### src/rtl/mem_arb_pkg.sv
// Shared types for the instruction/data RAM port arbiter.
package mem_arb_pkg;

  typedef enum logic [1:0] {OWN_NONE, OWN_INSTR, OWN_DATA} owner_e;
  typedef enum logic {LAST_INSTR, LAST_DATA} last_e;

  // Data starts as "most recently granted" so instr wins the first conflict.
  localparam last_e RESET_LAST = LAST_DATA;

  // Saturating increment for 32-bit event counters.
  function automatic logic [31:0] sat_inc(input logic [31:0] v);
    return (v == 32'hFFFF_FFFF) ? v : v + 32'd1;
  endfunction

endpackage

### src/rtl/mem_port_arbiter_rr_arb2.sv
// Two-requester round-robin grant unit (bit 0 = instr, bit 1 = data).
module rr_arb2
  import mem_arb_pkg::*;
(
  input  logic [1:0] req,
  input  last_e      last,
  output logic [1:0] gnt
);

  // One-hot grant; on conflict favour whoever was not granted last.
  always_comb begin
    gnt = 2'b00;
    unique case (req)
      2'b01:   gnt = 2'b01;
      2'b10:   gnt = 2'b10;
      2'b11:   gnt = (last == LAST_DATA) ? 2'b01 : 2'b10;
      default: gnt = 2'b00;
    endcase
  end

endmodule

### src/rtl/mem_port_arbiter.sv
// Shares one latency-1 single-port RAM between the instr and data ports.
// Optional perf counters: define MEM_ARB_PERF_CNT_EN.
module mem_port_arbiter
  import mem_arb_pkg::*;
#(
  parameter int ADDR_WIDTH = 20,
  parameter int DATA_WIDTH = 32
) (
  input  logic                    clk_i,
  input  logic                    rst_i,
  input  logic                    instr_req_i,
  input  logic [ADDR_WIDTH-1:0]   instr_addr_i,
  output logic                    instr_gnt_o,
  output logic                    instr_rvalid_o,
  output logic [DATA_WIDTH-1:0]   instr_rdata_o,
  input  logic                    data_req_i,
  input  logic [ADDR_WIDTH-1:0]   data_addr_i,
  input  logic                    data_we_i,
  input  logic [DATA_WIDTH/8-1:0] data_be_i,
  input  logic [DATA_WIDTH-1:0]   data_wdata_i,
  output logic                    data_gnt_o,
  output logic                    data_rvalid_o,
  output logic [DATA_WIDTH-1:0]   data_rdata_o,
  output logic                    mem_req_o,
  output logic [ADDR_WIDTH-1:0]   mem_addr_o,
  output logic                    mem_we_o,
  output logic [DATA_WIDTH/8-1:0] mem_be_o,
  output logic [DATA_WIDTH-1:0]   mem_wdata_o,
  input  logic [DATA_WIDTH-1:0]   mem_rdata_i
`ifdef MEM_ARB_PERF_CNT_EN
  ,
  output logic [31:0]             perf_conflict_o,
  output logic [31:0]             perf_instr_stall_o
`endif
);

  localparam int BE_W = DATA_WIDTH / 8;

  logic [1:0] req, gnt;
  owner_e     owner_q, owner_d;
  last_e      last_q, last_d;

  // Requests are masked in reset so no grant can leak out.
  assign req = {data_req_i, instr_req_i} & {2{~rst_i}};

  rr_arb2 u_arb (
    .req  (req),
    .last (last_q),
    .gnt  (gnt)
  );

  assign instr_gnt_o = gnt[0];
  assign data_gnt_o  = gnt[1];
  assign mem_req_o   = |gnt;

  // Drive the RAM from the granted port; all-zero when idle.
  always_comb begin
    mem_addr_o  = '0;
    mem_we_o    = 1'b0;
    mem_be_o    = '0;
    mem_wdata_o = '0;
    if (gnt[0]) begin
      mem_addr_o = instr_addr_i;
      mem_be_o   = {BE_W{1'b1}};
    end else if (gnt[1]) begin
      mem_addr_o  = data_addr_i;
      mem_we_o    = data_we_i;
      mem_be_o    = data_be_i;
      mem_wdata_o = data_wdata_i;
    end
  end

  // Next owner of the response slot and round-robin history.
  always_comb begin
    owner_d = OWN_NONE;
    last_d  = last_q;
    if (gnt[0]) begin
      owner_d = OWN_INSTR;
      last_d  = LAST_INSTR;
    end else if (gnt[1]) begin
      owner_d = OWN_DATA;
      last_d  = LAST_DATA;
    end
  end

  // State registers; reset drops any in-flight response.
  always_ff @(posedge clk_i) begin
    if (rst_i) begin
      owner_q <= OWN_NONE;
      last_q  <= RESET_LAST;
    end else begin
      owner_q <= owner_d;
      last_q  <= last_d;
    end
  end

  // Route the RAM read data to whichever port owns this cycle's response.
  always_comb begin
    instr_rvalid_o = (owner_q == OWN_INSTR) && !rst_i;
    data_rvalid_o  = (owner_q == OWN_DATA) && !rst_i;
    instr_rdata_o  = instr_rvalid_o ? mem_rdata_i : '0;
    data_rdata_o   = data_rvalid_o ? mem_rdata_i : '0;
  end

`ifdef MEM_ARB_PERF_CNT_EN
  logic [31:0] conflict_q, conflict_d, stall_q, stall_d;

  // Saturating event counters for conflicts and instr stalls.
  always_comb begin
    conflict_d = conflict_q;
    stall_d    = stall_q;
    if (instr_req_i && data_req_i) conflict_d = sat_inc(conflict_q);
    if (instr_req_i && !instr_gnt_o) stall_d = sat_inc(stall_q);
  end

  // Counter registers.
  always_ff @(posedge clk_i) begin
    if (rst_i) begin
      conflict_q <= '0;
      stall_q    <= '0;
    end else begin
      conflict_q <= conflict_d;
      stall_q    <= stall_d;
    end
  end

  assign perf_conflict_o    = conflict_q;
  assign perf_instr_stall_o = stall_q;
`endif

endmodule

### config.mk
export PLATFORM = sky130hd
export DESIGN_NAME = mem_port_arbiter
export DESIGN_NICKNAME = d
export VERILOG_FILES = /design/src/rtl/mem_arb_pkg.sv /design/src/rtl/mem_port_arbiter_rr_arb2.sv /design/src/rtl/mem_port_arbiter.sv
export SDC_FILE = /design/constraint.sdc
export NUM_CORES = 1
export LEC_CHECK = 0
export ABC_AREA = 1
export CAP_MARGIN = 5
export CORE_AREA = 2 2 94 96
export DETAILED_ROUTE_END_ITERATION = 8
export DIE_AREA = 0 0 96 98
export PLACE_DENSITY = 0.66
export SYNTH_ARGS = -nofsm -noshare
export SYNTH_HDL_FRONTEND = slang
export SYNTH_SLANG_ARGS = --single-unit
### constraint.sdc
create_clock -name clk_i -period 1.15 [get_ports clk_i]
set_clock_uncertainty 0.2 [all_clocks]
set_input_delay 0.115 -clock clk_i [delete_from_list [all_inputs] [get_ports clk_i]]
set_output_delay 0.115 -clock clk_i [all_outputs]
set_load 0.02 [all_outputs]
# Word-level counts from Yosys, hierarchy flattened
# Index checks and enable logic that the tools add are counted.
[totals] input_bits=113 wordCells=32 register_bits=3 output_inout_bits=126
[classes] eq_ne=5 n_mux=16 bitwise=2 reduce_logical=6
[ops] op="32-bit two-way mux" count=4
[ops] op="20-bit two-way mux" count=2
[ops] op="4-bit two-way mux" count=2
[ops] op="2-bit equality test (second input constant)" count=3
[ops] op="2-bit one-hot mux with 3 select lines" count=1
[ops] op="1-bit two-way mux" count=5
[ops] op="2-bit by 1-bit equality test with 1-bit output (second input constant)" count=2
[ops] op="2-bit two-way mux" count=2
[ops] op="2-bit OR reduction" count=2
[ops] op="2-bit AND" count=1
[ops] op="1-bit logical AND" count=2
[ops] op="2-bit nonzero test" count=1
[ops] op="1-bit logical NOT" count=1
[ops] op="1-bit NOT" count=1

# Depth between registers and ports, before layout
[logic_depth] ltp_word=6 mapped_depth=5 ltp_nobuf=4

# Hierarchy
# Synthesis repeated with hierarchy kept, for this count alone.
[unflattened] hier_cells=277 area_unflattened_um2=1242.4
[by_module_without_submodules] mod="mem_port_arbiter" cells_per_inst=272 seq_area_each_um2=60.1 instances=1 area_per_inst_um2=1221.2
[by_module_without_submodules] mod="rr_arb2" cells_per_inst=5 seq_area_each_um2=0.0 instances=1 area_per_inst_um2=21.3

# Least setup slack after synthesis
# Ideal clock, no wire load.
[synth_path] path_type="register to output" startpoint="register last_q" endpoint="output mem_wdata_o[24]" stages_incl_launch_ff=5 t_arrival_ps=1003 path_buffers=1 path_slack_ps=-168 required_time_ps=835 path_cell_list="dfxtp_1 > nand2_1 > nand2_4 > buf_6 > nor2_1"
[synth_between] elab_chain_len=4
[synth_rtl] element="start, declared" line="mem_port_arbiter.sv:41" rtl="last_e last_q, last_d;"
[synth_rtl] element="start signal, assigned" line="mem_port_arbiter.sv:93" rtl="last_q <= last_d;"
[synth_rtl] element="2-bit two-way mux *" line="mem_port_arbiter_rr_arb2.sv:16" rtl="2'b11: gnt = (last == LAST_DATA) ? 2'b01 : 2'b10;"
[synth_rtl] element="2-bit one-hot mux with 3 select lines *" line="mem_port_arbiter_rr_arb2.sv:13" rtl="unique case (req)"
[synth_rtl] element="32-bit two-way mux" line="mem_port_arbiter.sv:65" rtl="end else if (gnt[1]) begin"
[synth_rtl] element="32-bit two-way mux *" line="mem_port_arbiter.sv:62" rtl="if (gnt[0]) begin"
[synth_rtl] element="end, declared" line="mem_port_arbiter.sv:28" rtl="output logic [DATA_WIDTH-1:0] mem_wdata_o,"
# Every way passes the cells marked *; elsewhere a longest branch is shown, timed or not.

# Worst setup path in the final report
[layout_path] startpoint="register last_q" endpoint="output mem_addr_o[9]"
[layout_between] elab_chain_len=4
[layout_rtl] element="2-bit two-way mux *" line="mem_port_arbiter_rr_arb2.sv:16"
[layout_rtl] element="2-bit one-hot mux with 3 select lines *" line="mem_port_arbiter_rr_arb2.sv:13"
[layout_rtl] element="20-bit two-way mux" line="mem_port_arbiter.sv:65"
[layout_rtl] element="20-bit two-way mux *" line="mem_port_arbiter.sv:62"
[layout_rtl] element="end, declared" line="mem_port_arbiter.sv:25" rtl="output logic [ADDR_WIDTH-1:0] mem_addr_o,"
# Marked as above.

==> summary by stage <==
Synth
The average instance area after synthesis is 4.46 um^2. The synthesized design contains 3 register bits. The netlist area before placement is 1220 um^2. For this run, the number of Yosys warnings is 0. The cell count after synthesis came out at 274. Synthesis produced a netlist with a net count of 387. The synthesized netlist contains 15 unique library cells. The part of the Yosys area used for sequential elements is 4.91%.

Global routing
Global routing used 16.9% of the available tracks. Entering global routing, the biggest net connects 22 pins. The via count of the first global-routing pass was 2711. Summed over all layers, the global routing overflow is 0. The initial antenna violation count came to 0. The first-pass GRT wire length is 12900 um.

Pwr
The total power divided by cell area is 418 nW/um^2. The worst voltage drop across the vdd grid is 398 uV. The cell leakage power is 0.00244 uW. The total power after layout is 2220 uW.

Final layout
In the final layout, the share of cells above drive strength 1 is 61.0%. The layout-stage area growth over the synthesis result is 335%. The final instance area is 5320 um^2. The number of antenna diodes in the final layout is 0. The net count of the finished layout is 647. The fraction of the core area covered by cells at the end of the flow is 62.8%.

Timing
The worst slew margin relative to its limit is 82.7%. In the post-route analysis, the smallest setup slack over all paths is -0.420 ns. The final hold violation count is 0. Adding up every negative setup slack in the final design gives -44.68 ns. The final clock period utilization by the worst path is 137%. The max-slew violation count is 0. The worst path in the final design needs a cycle of 1.57 ns, including I/O delays and setup. The measured slew at the worst slew-check pin is 0.259 ns. The number of endpoints failing setup at the final stage is 126. The maximum clock rate is 637 MHz. Setup repair after global routing could not meet its margin everywhere.

Critical path
The delay contributed by the slowest stage of the critical path is 0.38 ns. Among all stages on the critical path, the largest delay is contributed by sky130_fd_sc_hd__dfxtp_4. The worst endpoint required time is 0.83 ns.

Counting both buffers and inverters, the worst setup path holds a total of 4. In this run the worst path has a maximum fanout of 5. The family of cells with the greatest summed delay on the critical path is buffers and inverters. The data arrival time of the critical path is 1.26 ns. The worst setup path is captured at an output pin. Walking the worst path, the cells encountered are inv_4 -> nand2_4 -> buf_6 -> buf_16 -> nand3_4 -> nand2_2 -> buf_6. By startpoint and endpoint, the worst setup path is classified as flop to output pin.

The cell repeated most along the worst path is sky130_fd_sc_hd__buf_6. The worst setup path is launched from a flop.

Floorplan
The region available for standard cell placement spans 8470 um^2. Row generation in the floorplan step produced 34 rows. The effective utilization at floorplan is 14.4%. The x dimension of the die is 96 um.

The die is 98 um tall. For this design the top-level I/O count stands at 239. The die covers 9410 um^2.

Clock network
The clock edge transition at the registers on the reported setup and hold paths is 0.03 ns. The longest clock path from root to sink contains 2 buffers. The cell sitting at the root of the clock tree is a sky130_fd_sc_hd__clkbuf_8. Clock tree synthesis found a total of 3 sinks. For this design, the CTS-stage hold fixing added 0 buffers. The number of buffers created by CTS is 3. The CTS tree is built. The total number of H-tree levels is 1. The later pin in the worst-skew pair is clocked with a latency of 0.21 ns.

Status
The flow ran to the end, but the final reports show violations. The final reports fail on negative setup slack.

Detailed routing
The routed via count divided by cell count is 4.17. The number of detailed-route iterations in the first pass is 4. After detailed routing, the number of remaining DRC violations is 0. The remaining antenna violation count after routing is 0. In the final routed layout, each cell accounts on average for 13.7 um.

The total number of vias is 2672. After the first detailed-routing iteration, the DRC count stood at 32. The wire length reported by the detailed router is 8770 um.

Placement
The half-perimeter wire length after detailed placement is 6320 um. In this run the tool buffered the top-level ports with 238 buffer cells. The total cell area at the placement stage is 4420 um^2. The final weighted congestion of routability-driven global placement is 0.738.

Hold path
The type of the worst min-delay path is input port to flop.

Job
Max-cap violations in this run came to 0.
-- Yosys cell counts (all sizes together) --
| cell | number | area, um^2 |
|---|---|---|
| clkbuf | 1 | 3.75 |
| nand3 | 25 | 130 |
| nand2 | 30 | 120 |
| o211ai | 1 | 7.51 |
| nand4 | 20 | 125 |
| dfxtp | 3 | 60.1 |
| nor2 | 100 | 383 |
| inv | 76 | 285 |
| buf | 18 | 108 |
-- placed cells by master, fill, tap and decap left out --
| cell type | count |
|---|---|
| sky130_fd_sc_hd__clkinv_4 | 1 |
| sky130_fd_sc_hd__nand4_1 | 20 |
| sky130_fd_sc_hd__buf_6 | 129 |
| sky130_fd_sc_hd__inv_1 | 68 |
| sky130_fd_sc_hd__clkbuf_16 | 1 |
| sky130_fd_sc_hd__dfxtp_2 | 2 |
| sky130_fd_sc_hd__dlygate4sd2_1 | 1 |
| sky130_fd_sc_hd__buf_4 | 15 |
| sky130_fd_sc_hd__buf_16 | 6 |
| sky130_fd_sc_hd__clkdlybuf4s15_1 | 1 |
| sky130_fd_sc_hd__nand2_2 | 24 |
| sky130_fd_sc_hd__dfxtp_4 | 1 |
| sky130_fd_sc_hd__nand2_4 | 3 |
| sky130_fd_sc_hd__nand2_8 | 3 |
| sky130_fd_sc_hd__buf_12 | 11 |
| sky130_fd_sc_hd__nand3_4 | 17 |
| sky130_fd_sc_hd__inv_4 | 2 |
| sky130_fd_sc_hd__nor2_4 | 67 |
| sky130_fd_sc_hd__clkbuf_1 | 1 |
| sky130_fd_sc_hd__nand3_1 | 4 |
| sky130_fd_sc_hd__clkbuf_2 | 1 |
| sky130_fd_sc_hd__clkbuf_8 | 3 |
| sky130_fd_sc_hd__inv_2 | 5 |
| sky130_fd_sc_hd__nand3_2 | 4 |
| sky130_fd_sc_hd__nor2_2 | 30 |
| sky130_fd_sc_hd__nor2_1 | 3 |
| sky130_fd_sc_hd__o211ai_1 | 1 |
| sky130_fd_sc_hd__clkdlybuf4s50_1 | 109 |
-- area by class of cell --
| cell class | instances | area [um^2] |
|---|---|---|
| Tap cell | 108 | 135 |
| Fill cell | 710 | 3150 |
| Sequential cell | 3 | 66.3 |
| Clock buffer | 4 | 45.0 |
| Timing Repair Buffer | 274 | 3090 |
| Multi-Input combinational cell | 176 | 1690 |
| Inverter | 76 | 295 |
-- path summary, 6_finish.rpt --
check,startpoint,to,slack [ns],cells after the start
max,last_q,mem_addr_o[9],-0.42,7
min,instr_req_i,last_q,0.19,3
max reg2reg,last_q,owner_q[1],0.04,4
min reg2reg,last_q,last_q,0.43,3
-- logic make-up after synthesis --
group | Yosys count | synth area share, %
AO/OA/AOI/OAI | 1 | 0.614
buffers and inverters | 95 | 32.4
flip-flops | 3 | 4.91
AND/OR/NAND/NOR | 175 | 62.0
-- metal layers --
layer	share of wire (%)	track usage, %
met1	32	17.0
met5	0	0
met4	0.55	2.64
met2	56	33.0
met3	12	5.79
-- sequential cells by signal (all words and copies together), names as in the netlist --
name / cells
last_q: 1
owner_q: 2
-- report_power, final --
group          switching [uW]  internal [uW]
sequential               9.31            112
combinational             845            950
clock                    68.7            236
total                     923           1300
-- per-stage QoR --
stage / setup WS, ns / hold slack [ns] / instances
finish: -0.420 / 0.186 / 641
CTS: -0.458 / 0.184 / 640
global placement: -1.01 / 0.307 / 624
floorplan: -0.0823 / 0.0365 / 274
global route: -0.468 / 0.200 / 641
detailed placement: -1.01 / 0.320 / 624
-- worst register-to-register path, delay by kind of cell, from the launching register on --
family                 cells  cell delay [ns]
buffers and inverters      2             0.20
DFF                        1             0.38
and+or+nand+nor            2             0.21
-- what timing repair did --
item                       CTS  global route
setup endpoints to repair  128           128
resized for setup          819            66
pin swaps                   11            21
cloned                       7             1
buffers inserted             5             2
(Power assumes the default switching activity.)
